**src/rtl/md_pkg.sv**
```systemverilog
// Shared definitions for the HI/LO multiply/divide controller:
// operation encodings, FSM state encoding and small helpers.
package md_pkg;

  localparam logic [2:0] MD_MULT  = 3'd0;
  localparam logic [2:0] MD_MULTU = 3'd1;
  localparam logic [2:0] MD_DIV   = 3'd2;
  localparam logic [2:0] MD_DIVU  = 3'd3;
  localparam logic [2:0] MD_MTHI  = 3'd4;
  localparam logic [2:0] MD_MTLO  = 3'd5;

  typedef enum logic [1:0] {
    S_IDLE = 2'd0,
    S_MUL  = 2'd1,
    S_DIV  = 2'd2,
    S_DONE = 2'd3
  } md_state_e;

  localparam logic [31:0] DIVZERO_LO = 32'hFFFF_FFFF;

  // Magnitude of an operand; unsigned ops pass the raw value through.
  // 0x80000000 maps to itself, which is its correct unsigned magnitude.
  function automatic logic [31:0] mag32(input logic sgn, input logic [31:0] v);
    return (sgn && v[31]) ? (32'd0 - v) : v;
  endfunction

endpackage

```
**src/rtl/hilo_md_ctrl_if.sv**
```systemverilog
// Execute-stage <-> multiply/divide controller bundle: request side
// (start/op/operands/cancel) and the HI/LO write-back side.
interface hilo_md_ctrl_if;
  logic        start;
  logic [2:0]  op;
  logic [31:0] src1;
  logic [31:0] src2;
  logic        cancel;
  logic        ready;
  logic        busy;
  logic        hi_we;
  logic        lo_we;
  logic [31:0] hi_wdata;
  logic [31:0] lo_wdata;
  logic        done;

  modport master (
    output start, op, src1, src2, cancel,
    input  ready, busy, hi_we, lo_we, hi_wdata, lo_wdata, done
  );

  modport slave (
    input  start, op, src1, src2, cancel,
    output ready, busy, hi_we, lo_we, hi_wdata, lo_wdata, done
  );
endinterface

```
**src/rtl/md_div_core.sv**
```systemverilog
// Iterative unsigned restoring divider: load latches the operands,
// each step retires one quotient bit (MSB first).
module md_div_core (
  input  logic        clk,
  input  logic        resetn,
  input  logic        clear,
  input  logic        load,
  input  logic        step,
  input  logic [31:0] dividend,
  input  logic [31:0] divisor,
  output logic [31:0] quotient,
  output logic [31:0] remainder
);
  logic [31:0] quo;
  logic [31:0] rem;
  logic [31:0] dvs;
  logic [32:0] partial;
  logic [32:0] diff;

  // Trial subtraction of the divisor from the shifted partial remainder.
  always_comb begin
    partial = {rem, quo[31]};
    diff    = partial - {1'b0, dvs};
  end

  // Working registers: load, shift-subtract step, or flush.
  always_ff @(posedge clk or negedge resetn) begin
    if (!resetn) begin
      quo <= '0;
      rem <= '0;
      dvs <= '0;
    end else if (clear) begin
      quo <= '0;
      rem <= '0;
      dvs <= '0;
    end else if (load) begin
      quo <= dividend;
      rem <= '0;
      dvs <= divisor;
    end else if (step) begin
      if (!diff[32]) begin
        rem <= diff[31:0];
        quo <= {quo[30:0], 1'b1};
      end else begin
        rem <= partial[31:0];
        quo <= {quo[30:0], 1'b0};
      end
    end
  end

  assign quotient  = quo;
  assign remainder = rem;
endmodule

```
**src/rtl/hilo_md_ctrl.sv**
```systemverilog
// HI/LO multiply/divide sequencer and sole HI/LO write arbiter.
// Optional feature macro: MD_EARLY_OUT_EN -- divisions whose divisor
// magnitude exceeds the dividend magnitude finish in one edge.
module hilo_md_ctrl
  import md_pkg::*;
#(
  parameter int MUL_LAT  = 4,
  parameter int DIV_ITER = 32
) (
  input logic           clk,
  input logic           resetn,
  hilo_md_ctrl_if.slave md
);
  localparam logic [5:0] MUL_INIT = 6'(MUL_LAT - 1);
  localparam logic [5:0] DIV_LAST = 6'(DIV_ITER);

  md_state_e   state;
  md_state_e   state_nxt;
  logic [5:0]  cnt;
  logic [31:0] res_hi;
  logic [31:0] res_lo;
  logic        q_neg;
  logic        r_neg;
  logic        accept;
  logic        is_mul;
  logic        is_div;
  logic        div_signed;
  logic        div_zero;
  logic        early_out;
  logic        div_load;
  logic        div_step;
  logic [31:0] src1_mag;
  logic [31:0] src2_mag;
  logic [31:0] div_quo;
  logic [31:0] div_rem;

  // Full 64-bit product; sign-extending to 64 bits makes the truncated
  // product exact for both signed and unsigned operands.
  function automatic logic [63:0] mul_product(input logic sgn, input logic [31:0] a,
                                              input logic [31:0] b);
    logic signed [63:0] ea;
    logic signed [63:0] eb;
    ea = sgn ? $signed({{32{a[31]}}, a}) : $signed({32'd0, a});
    eb = sgn ? $signed({{32{b[31]}}, b}) : $signed({32'd0, b});
    return $unsigned(ea * eb);
  endfunction

  // Restore the sign of an unsigned divider result.
  function automatic logic [31:0] apply_sign(input logic neg, input logic [31:0] v);
    logic signed [31:0] sv;
    sv = $signed(v);
    return neg ? $unsigned(-sv) : v;
  endfunction

  assign accept     = md.start & (state == S_IDLE) & ~md.cancel;
  assign is_mul     = (md.op == MD_MULT) | (md.op == MD_MULTU);
  assign is_div     = (md.op == MD_DIV) | (md.op == MD_DIVU);
  assign div_signed = (md.op == MD_DIV);
  assign div_zero   = (md.src2 == 32'd0);
  assign src1_mag   = mag32(div_signed, md.src1);
  assign src2_mag   = mag32(div_signed, md.src2);

`ifdef MD_EARLY_OUT_EN
  assign early_out = (src2_mag > src1_mag);
`else
  assign early_out = 1'b0;
`endif

  assign div_load = accept & is_div & ~div_zero & ~early_out;
  assign div_step = (state == S_DIV) & (cnt != DIV_LAST) & ~md.cancel;

  md_div_core u_div (
    .clk       (clk),
    .resetn    (resetn),
    .clear     (md.cancel),
    .load      (div_load),
    .step      (div_step),
    .dividend  (src1_mag),
    .divisor   (src2_mag),
    .quotient  (div_quo),
    .remainder (div_rem)
  );

  // State register.
  always_ff @(posedge clk or negedge resetn) begin
    if (!resetn) state <= S_IDLE;
    else         state <= state_nxt;
  end

  // Next state and HI/LO write decode; MTHI/MTLO bypass the FSM.
  always_comb begin
    state_nxt   = state;
    md.ready    = 1'b0;
    md.busy     = 1'b1;
    md.hi_we    = 1'b0;
    md.lo_we    = 1'b0;
    md.done     = 1'b0;
    md.hi_wdata = '0;
    md.lo_wdata = '0;
    case (state)
      S_IDLE: begin
        md.ready = 1'b1;
        md.busy  = 1'b0;
        if (accept) begin
          if (is_mul)      state_nxt = S_MUL;
          else if (is_div) state_nxt = (div_zero | early_out) ? S_DONE : S_DIV;
          if (md.op == MD_MTHI) begin
            md.hi_we    = 1'b1;
            md.hi_wdata = md.src1;
          end
          if (md.op == MD_MTLO) begin
            md.lo_we    = 1'b1;
            md.lo_wdata = md.src1;
          end
        end
      end
      S_MUL:   if (cnt == 6'd0) state_nxt = S_DONE;
      S_DIV:   if (cnt == DIV_LAST) state_nxt = S_DONE;
      S_DONE: begin
        md.hi_we    = 1'b1;
        md.lo_we    = 1'b1;
        md.done     = 1'b1;
        md.hi_wdata = res_hi;
        md.lo_wdata = res_lo;
        state_nxt   = S_IDLE;
      end
      default: state_nxt = S_IDLE;
    endcase
    if (md.cancel) begin
      state_nxt   = S_IDLE;
      md.hi_we    = 1'b0;
      md.lo_we    = 1'b0;
      md.done     = 1'b0;
      md.hi_wdata = '0;
      md.lo_wdata = '0;
    end
  end

  // Counter and result registers; the final DIV cycle applies sign fix-up.
  always_ff @(posedge clk or negedge resetn) begin
    if (!resetn) begin
      cnt    <= '0;
      res_hi <= '0;
      res_lo <= '0;
      q_neg  <= 1'b0;
      r_neg  <= 1'b0;
    end else if (md.cancel) begin
      cnt    <= '0;
      res_hi <= '0;
      res_lo <= '0;
      q_neg  <= 1'b0;
      r_neg  <= 1'b0;
    end else if (accept && is_mul) begin
      {res_hi, res_lo} <= mul_product(md.op == MD_MULT, md.src1, md.src2);
      cnt              <= MUL_INIT;
    end else if (accept && is_div) begin
      q_neg <= div_signed & (md.src1[31] ^ md.src2[31]);
      r_neg <= div_signed & md.src1[31];
      cnt   <= '0;
      if (div_zero) begin
        res_hi <= md.src1;
        res_lo <= DIVZERO_LO;
      end else if (early_out) begin
        res_hi <= md.src1;
        res_lo <= '0;
      end
    end else if (state == S_MUL && cnt != 6'd0) begin
      cnt <= cnt - 6'd1;
    end else if (state == S_DIV) begin
      if (cnt != DIV_LAST) begin
        cnt <= cnt + 6'd1;
      end else begin
        res_lo <= apply_sign(q_neg, div_quo);
        res_hi <= apply_sign(r_neg, div_rem);
      end
    end
  end

endmodule

```
**src/flat_wrapper.sv**
```systemverilog
// flat-port wrapper written by rule: the top's interface ports become plain ports
module hilo_md_ctrl_flat import md_pkg::*;
#(
  parameter int MUL_LAT  = 4,
  parameter int DIV_ITER = 32
)
  (clk, resetn, md_start, md_op, md_src1, md_src2, md_cancel, md_ready, md_busy, md_hi_we, md_lo_we, md_hi_wdata, md_lo_wdata, md_done);
  hilo_md_ctrl_if md_i ();
  input logic clk;
  input logic resetn;
  input wire logic [$bits(md_i.start)-1:0] md_start;
  input wire logic [$bits(md_i.op)-1:0] md_op;
  input wire logic [$bits(md_i.src1)-1:0] md_src1;
  input wire logic [$bits(md_i.src2)-1:0] md_src2;
  input wire logic [$bits(md_i.cancel)-1:0] md_cancel;
  output wire logic [$bits(md_i.ready)-1:0] md_ready;
  output wire logic [$bits(md_i.busy)-1:0] md_busy;
  output wire logic [$bits(md_i.hi_we)-1:0] md_hi_we;
  output wire logic [$bits(md_i.lo_we)-1:0] md_lo_we;
  output wire logic [$bits(md_i.hi_wdata)-1:0] md_hi_wdata;
  output wire logic [$bits(md_i.lo_wdata)-1:0] md_lo_wdata;
  output wire logic [$bits(md_i.done)-1:0] md_done;
  assign md_i.start = md_start;
  assign md_i.op = md_op;
  assign md_i.src1 = md_src1;
  assign md_i.src2 = md_src2;
  assign md_i.cancel = md_cancel;
  assign md_ready = md_i.ready;
  assign md_busy = md_i.busy;
  assign md_hi_we = md_i.hi_we;
  assign md_lo_we = md_i.lo_we;
  assign md_hi_wdata = md_i.hi_wdata;
  assign md_lo_wdata = md_i.lo_wdata;
  assign md_done = md_i.done;
  hilo_md_ctrl #(.MUL_LAT(MUL_LAT), .DIV_ITER(DIV_ITER)) u_core (.clk(clk), .resetn(resetn), .md(md_i));
endmodule
```
**config.mk**
```make
export PLATFORM = sky130hd
export DESIGN_NAME = hilo_md_ctrl_flat
export DESIGN_NICKNAME = d
export VERILOG_FILES = /design/src/rtl/md_pkg.sv /design/src/rtl/hilo_md_ctrl_if.sv /design/src/rtl/md_div_core.sv /design/src/rtl/hilo_md_ctrl.sv /design/src/flat_wrapper.sv
export SDC_FILE = /design/constraint.sdc
export NUM_CORES = 2
export LEC_CHECK = 0
export CAP_MARGIN = 20
export CORE_MARGIN = 5
export CORE_UTILIZATION = 55
export DETAILED_ROUTE_END_ITERATION = 10
export GPL_ROUTABILITY_DRIVEN = 0
export PLACE_DENSITY = 0.72
export SLEW_MARGIN = 40
export SYNTH_ARGS = -nofsm -noshare
export SYNTH_HDL_FRONTEND = slang
export SYNTH_SLANG_ARGS = --single-unit
```
**constraint.sdc**
```tcl
create_clock -name clk -period 9.5 [get_ports clk]
set_clock_uncertainty 0.1 [all_clocks]
set_input_delay 1.425 -clock clk [delete_from_list [all_inputs] [get_ports clk]]
set_output_delay 1.425 -clock clk [all_outputs]
set_load 0.05 [all_outputs]
```
==> flow_summary.toml <==
[run_status]
outcome = "complete, but fails checks"
violations = "setup timing"

[sta]
min_period_over_period_pct = 105
drv_slew = 0
worst_pin_slew_ns = 0.874
rsz0062_at_grt = "true"
relSlewSlack_pct = 41.7
hold_viol = 0
setup_ws_ns = -0.473
finalSetupViolations = 22
min_period_ns = 9.97
fmax_mhz = 100

[worst_setup_path]
required_ns = 9.74
path_common_cell = "fa_1"
reg2reg_slack_ns = 4.98
arrival_ns = 10.22
critPathMaxStageDelay_ns = 0.61
path_class = "in2reg"
startpoint_type = "input port"
rr_startpoint = "u_core.u_div.quotient[31]"
end_kind = "flip-flop"
reg2reg_depth = 15
critPathMaxFanout = 5
cp_slowest_cell = "fa_2"
rr_endpoint = "u_core.u_div.remainder[7]"

[cts]
clk_latency_ns = 0.46
cts-root-buf = "clkbuf_16"
clk_pin_slew_ns = 0.08
cts_num_sinks = 170
htree_levels = 4
cts_buffer_depth = 2
cts_buffers = 17
cts_tree = "done"

[synthesis]
synth_cells = 6857
synth_flop_cell = "dfrtp_1"
synth_cell_types = 73
synthesis.nets = 8744
synth_top_family_by_area = "adder cells"
yosys.area_share.simple_pct = 14.0
synth-seq-area-share_pct = 6.94
synth.avg_cell_area_um2 = 8.94
synthMuxAreaShare_pct = 0.578
ys.warnings.count = 0
synth_xor_area_share_pct = 3.79
synth_compound_area_share_pct = 8.06
syn_area_um2 = 61300
synthAdderAreaFrac_pct = 54.6
synth-edff-count = 0
async_reset_ff_share_pct = 100
ys_seq_elements = 170

[final_layout]
final_cell_mix = "inv_1 (1534), fa_1 (1350), nand2_1 (897), buf_4 (709), and2_1 (435)"
nets = 9347
drive_above_1_share_pct = 16.6
final_common_cell = "inv_1"
final_cells = 8972
syn2layout_area_growth_pct = 18.5

[hold_path]
holdPathEnd = "u_core.res_lo[20]"
hold_start = "u_core.res_lo[20]"
hold_path_class = "reg2reg"
hold_depth = 2

[floorplanning]
fp.dieW_um = 344
rows = 122
dieArea_um2 = 118000
die_h_um = 344
io_pins = 140
coreArea_um2 = 111000
start_util_pct = 55.4

[global_route]
grt_pass1_vias = 55000
track_usage_pct = 35.5
grt_max_degree = 95
grtUsageMet3_pct = 9.55
antenna_found_initial = 17
grt_use_met2_pct = 56.2
grt.busiest_layer = "met2"
use_met1_pct = 44.5
overflow = 0
grt_pass1_wl_um = 320000

[route]
first_pass_iters = 8
vias = 51500
avgViaCountPerCell = 5.74
drtIter0Drc = 4815
drc = 0
totalWireLength_um = 209000
ant_nets = 0
routedWlPerCell_um = 23.3

[placement]
dp_cells = 8835
pre_cts_slack_ns = -1.70
hpwl_um = 172000
io_buffers = 139

[flow_run]
maxCapViolCount = 0
[worst max path at each step]
stage	slack [ns]	startpoint	end
floorplan	-0.45	md_op[1]	u_core.res_hi[26]
global placement	-1.60	md_op[2]	u_core.res_hi[26]
detailed placement	-1.70	md_op[2]	u_core.res_hi[26]
CTS	-0.52	md_op[1]	u_core.res_hi[26]
global route	-0.68	md_op[0]	u_core.res_hi[28]
finish	-0.47	md_op[0]	u_core.res_hi[28]
[through the flow]
stage	utilization [%]	TNS [ns]	hold WS, ns	area [µm²]
finish	65.6	-6.03	0.369	72600
global placement	62.8	-39.93	0.350	69500
floorplan	-	-2.88	0.340	61600
detailed placement	62.8	-43.72	0.357	69500
CTS	64.5	-5.37	0.372	71300
global route	65.6	-12.25	0.399	72600
[cells by family after synthesis]
| logic type | Yosys count |
|---|---|
| XOR/XNOR | 265 |
| multiplexers | 35 |
| adder cells (fa/ha/maj) | 1819 |
| AO/OA/AOI/OAI | 769 |
| flip-flops | 170 |
| AND/OR/NAND/NOR | 1821 |
| buffers and inverters | 1978 |
[layout make-up]
| class | instances | area, µm² |
|---|---|---|
| timing repair buffer | 995 | 8960 |
| clock inverter | 12 | 118 |
| tap | 1488 | 1860 |
| fill | 8567 | 38000 |
| multi-input combinational | 4709 | 51100 |
| antenna | 12 | 30.0 |
| inverter | 1567 | 5880 |
| sequential | 170 | 4260 |
| clock buffer | 19 | 443 |
[worst max-delay path: cells and delay by family]
kind	cells	cell delay [ns]
fa+ha+maj	11	5.30
compound gates	10	1.92
mux	1	0.12
buf+inv	10	0.93
simple gates	3	0.50
[state kept, by name, summed over array words and instances, names as in the netlist]
name and count:
u_core.res_hi 32, u_core.state 2, u_core.u_div.remainder 32, u_core.q_neg 1
u_core.res_lo 32, u_core.cnt 6, u_core.r_neg 1, u_core.u_div.dvs 32
u_core.u_div.quotient 32
[layer usage]
metal  routed length, µm  part of all wire (%)  vias up
met5                  44                 0.021        -
met2               93500                    45     3038
met4               16200                   7.8        6
met3               24800                    12      832
met1               74300                    36    25900
li1                    -                     -    21700
[cells in the mapped netlist, drive strengths merged (33+ instances only)]
cell,number,area (µm²)
nor2,217,815
a21oi,176,881
xnor2,185,1620
o21ai,212,1060
fa,1423,28500
xor2,80,701
nor3,36,180
a21o,56,420
clkbuf,368,1380
ha,393,4920
dfrtp,170,4250
inv,1566,5880
o31ai,63,473
and2,448,2800
buf,43,165
or3,34,213
nand2,912,3420
and3,33,206
a22oi,65,488
[timing repair]
action,CTS,global route
hold buffers,0,0
pin swaps,159,180
buffers inserted,52,43
endpoints found under the setup margin,35,36
gates resized for setup,245,241
gates cloned,4,3
Power is not shown: default switching activity piles up to over one toggle a cycle in this logic, so the estimate is an artifact.
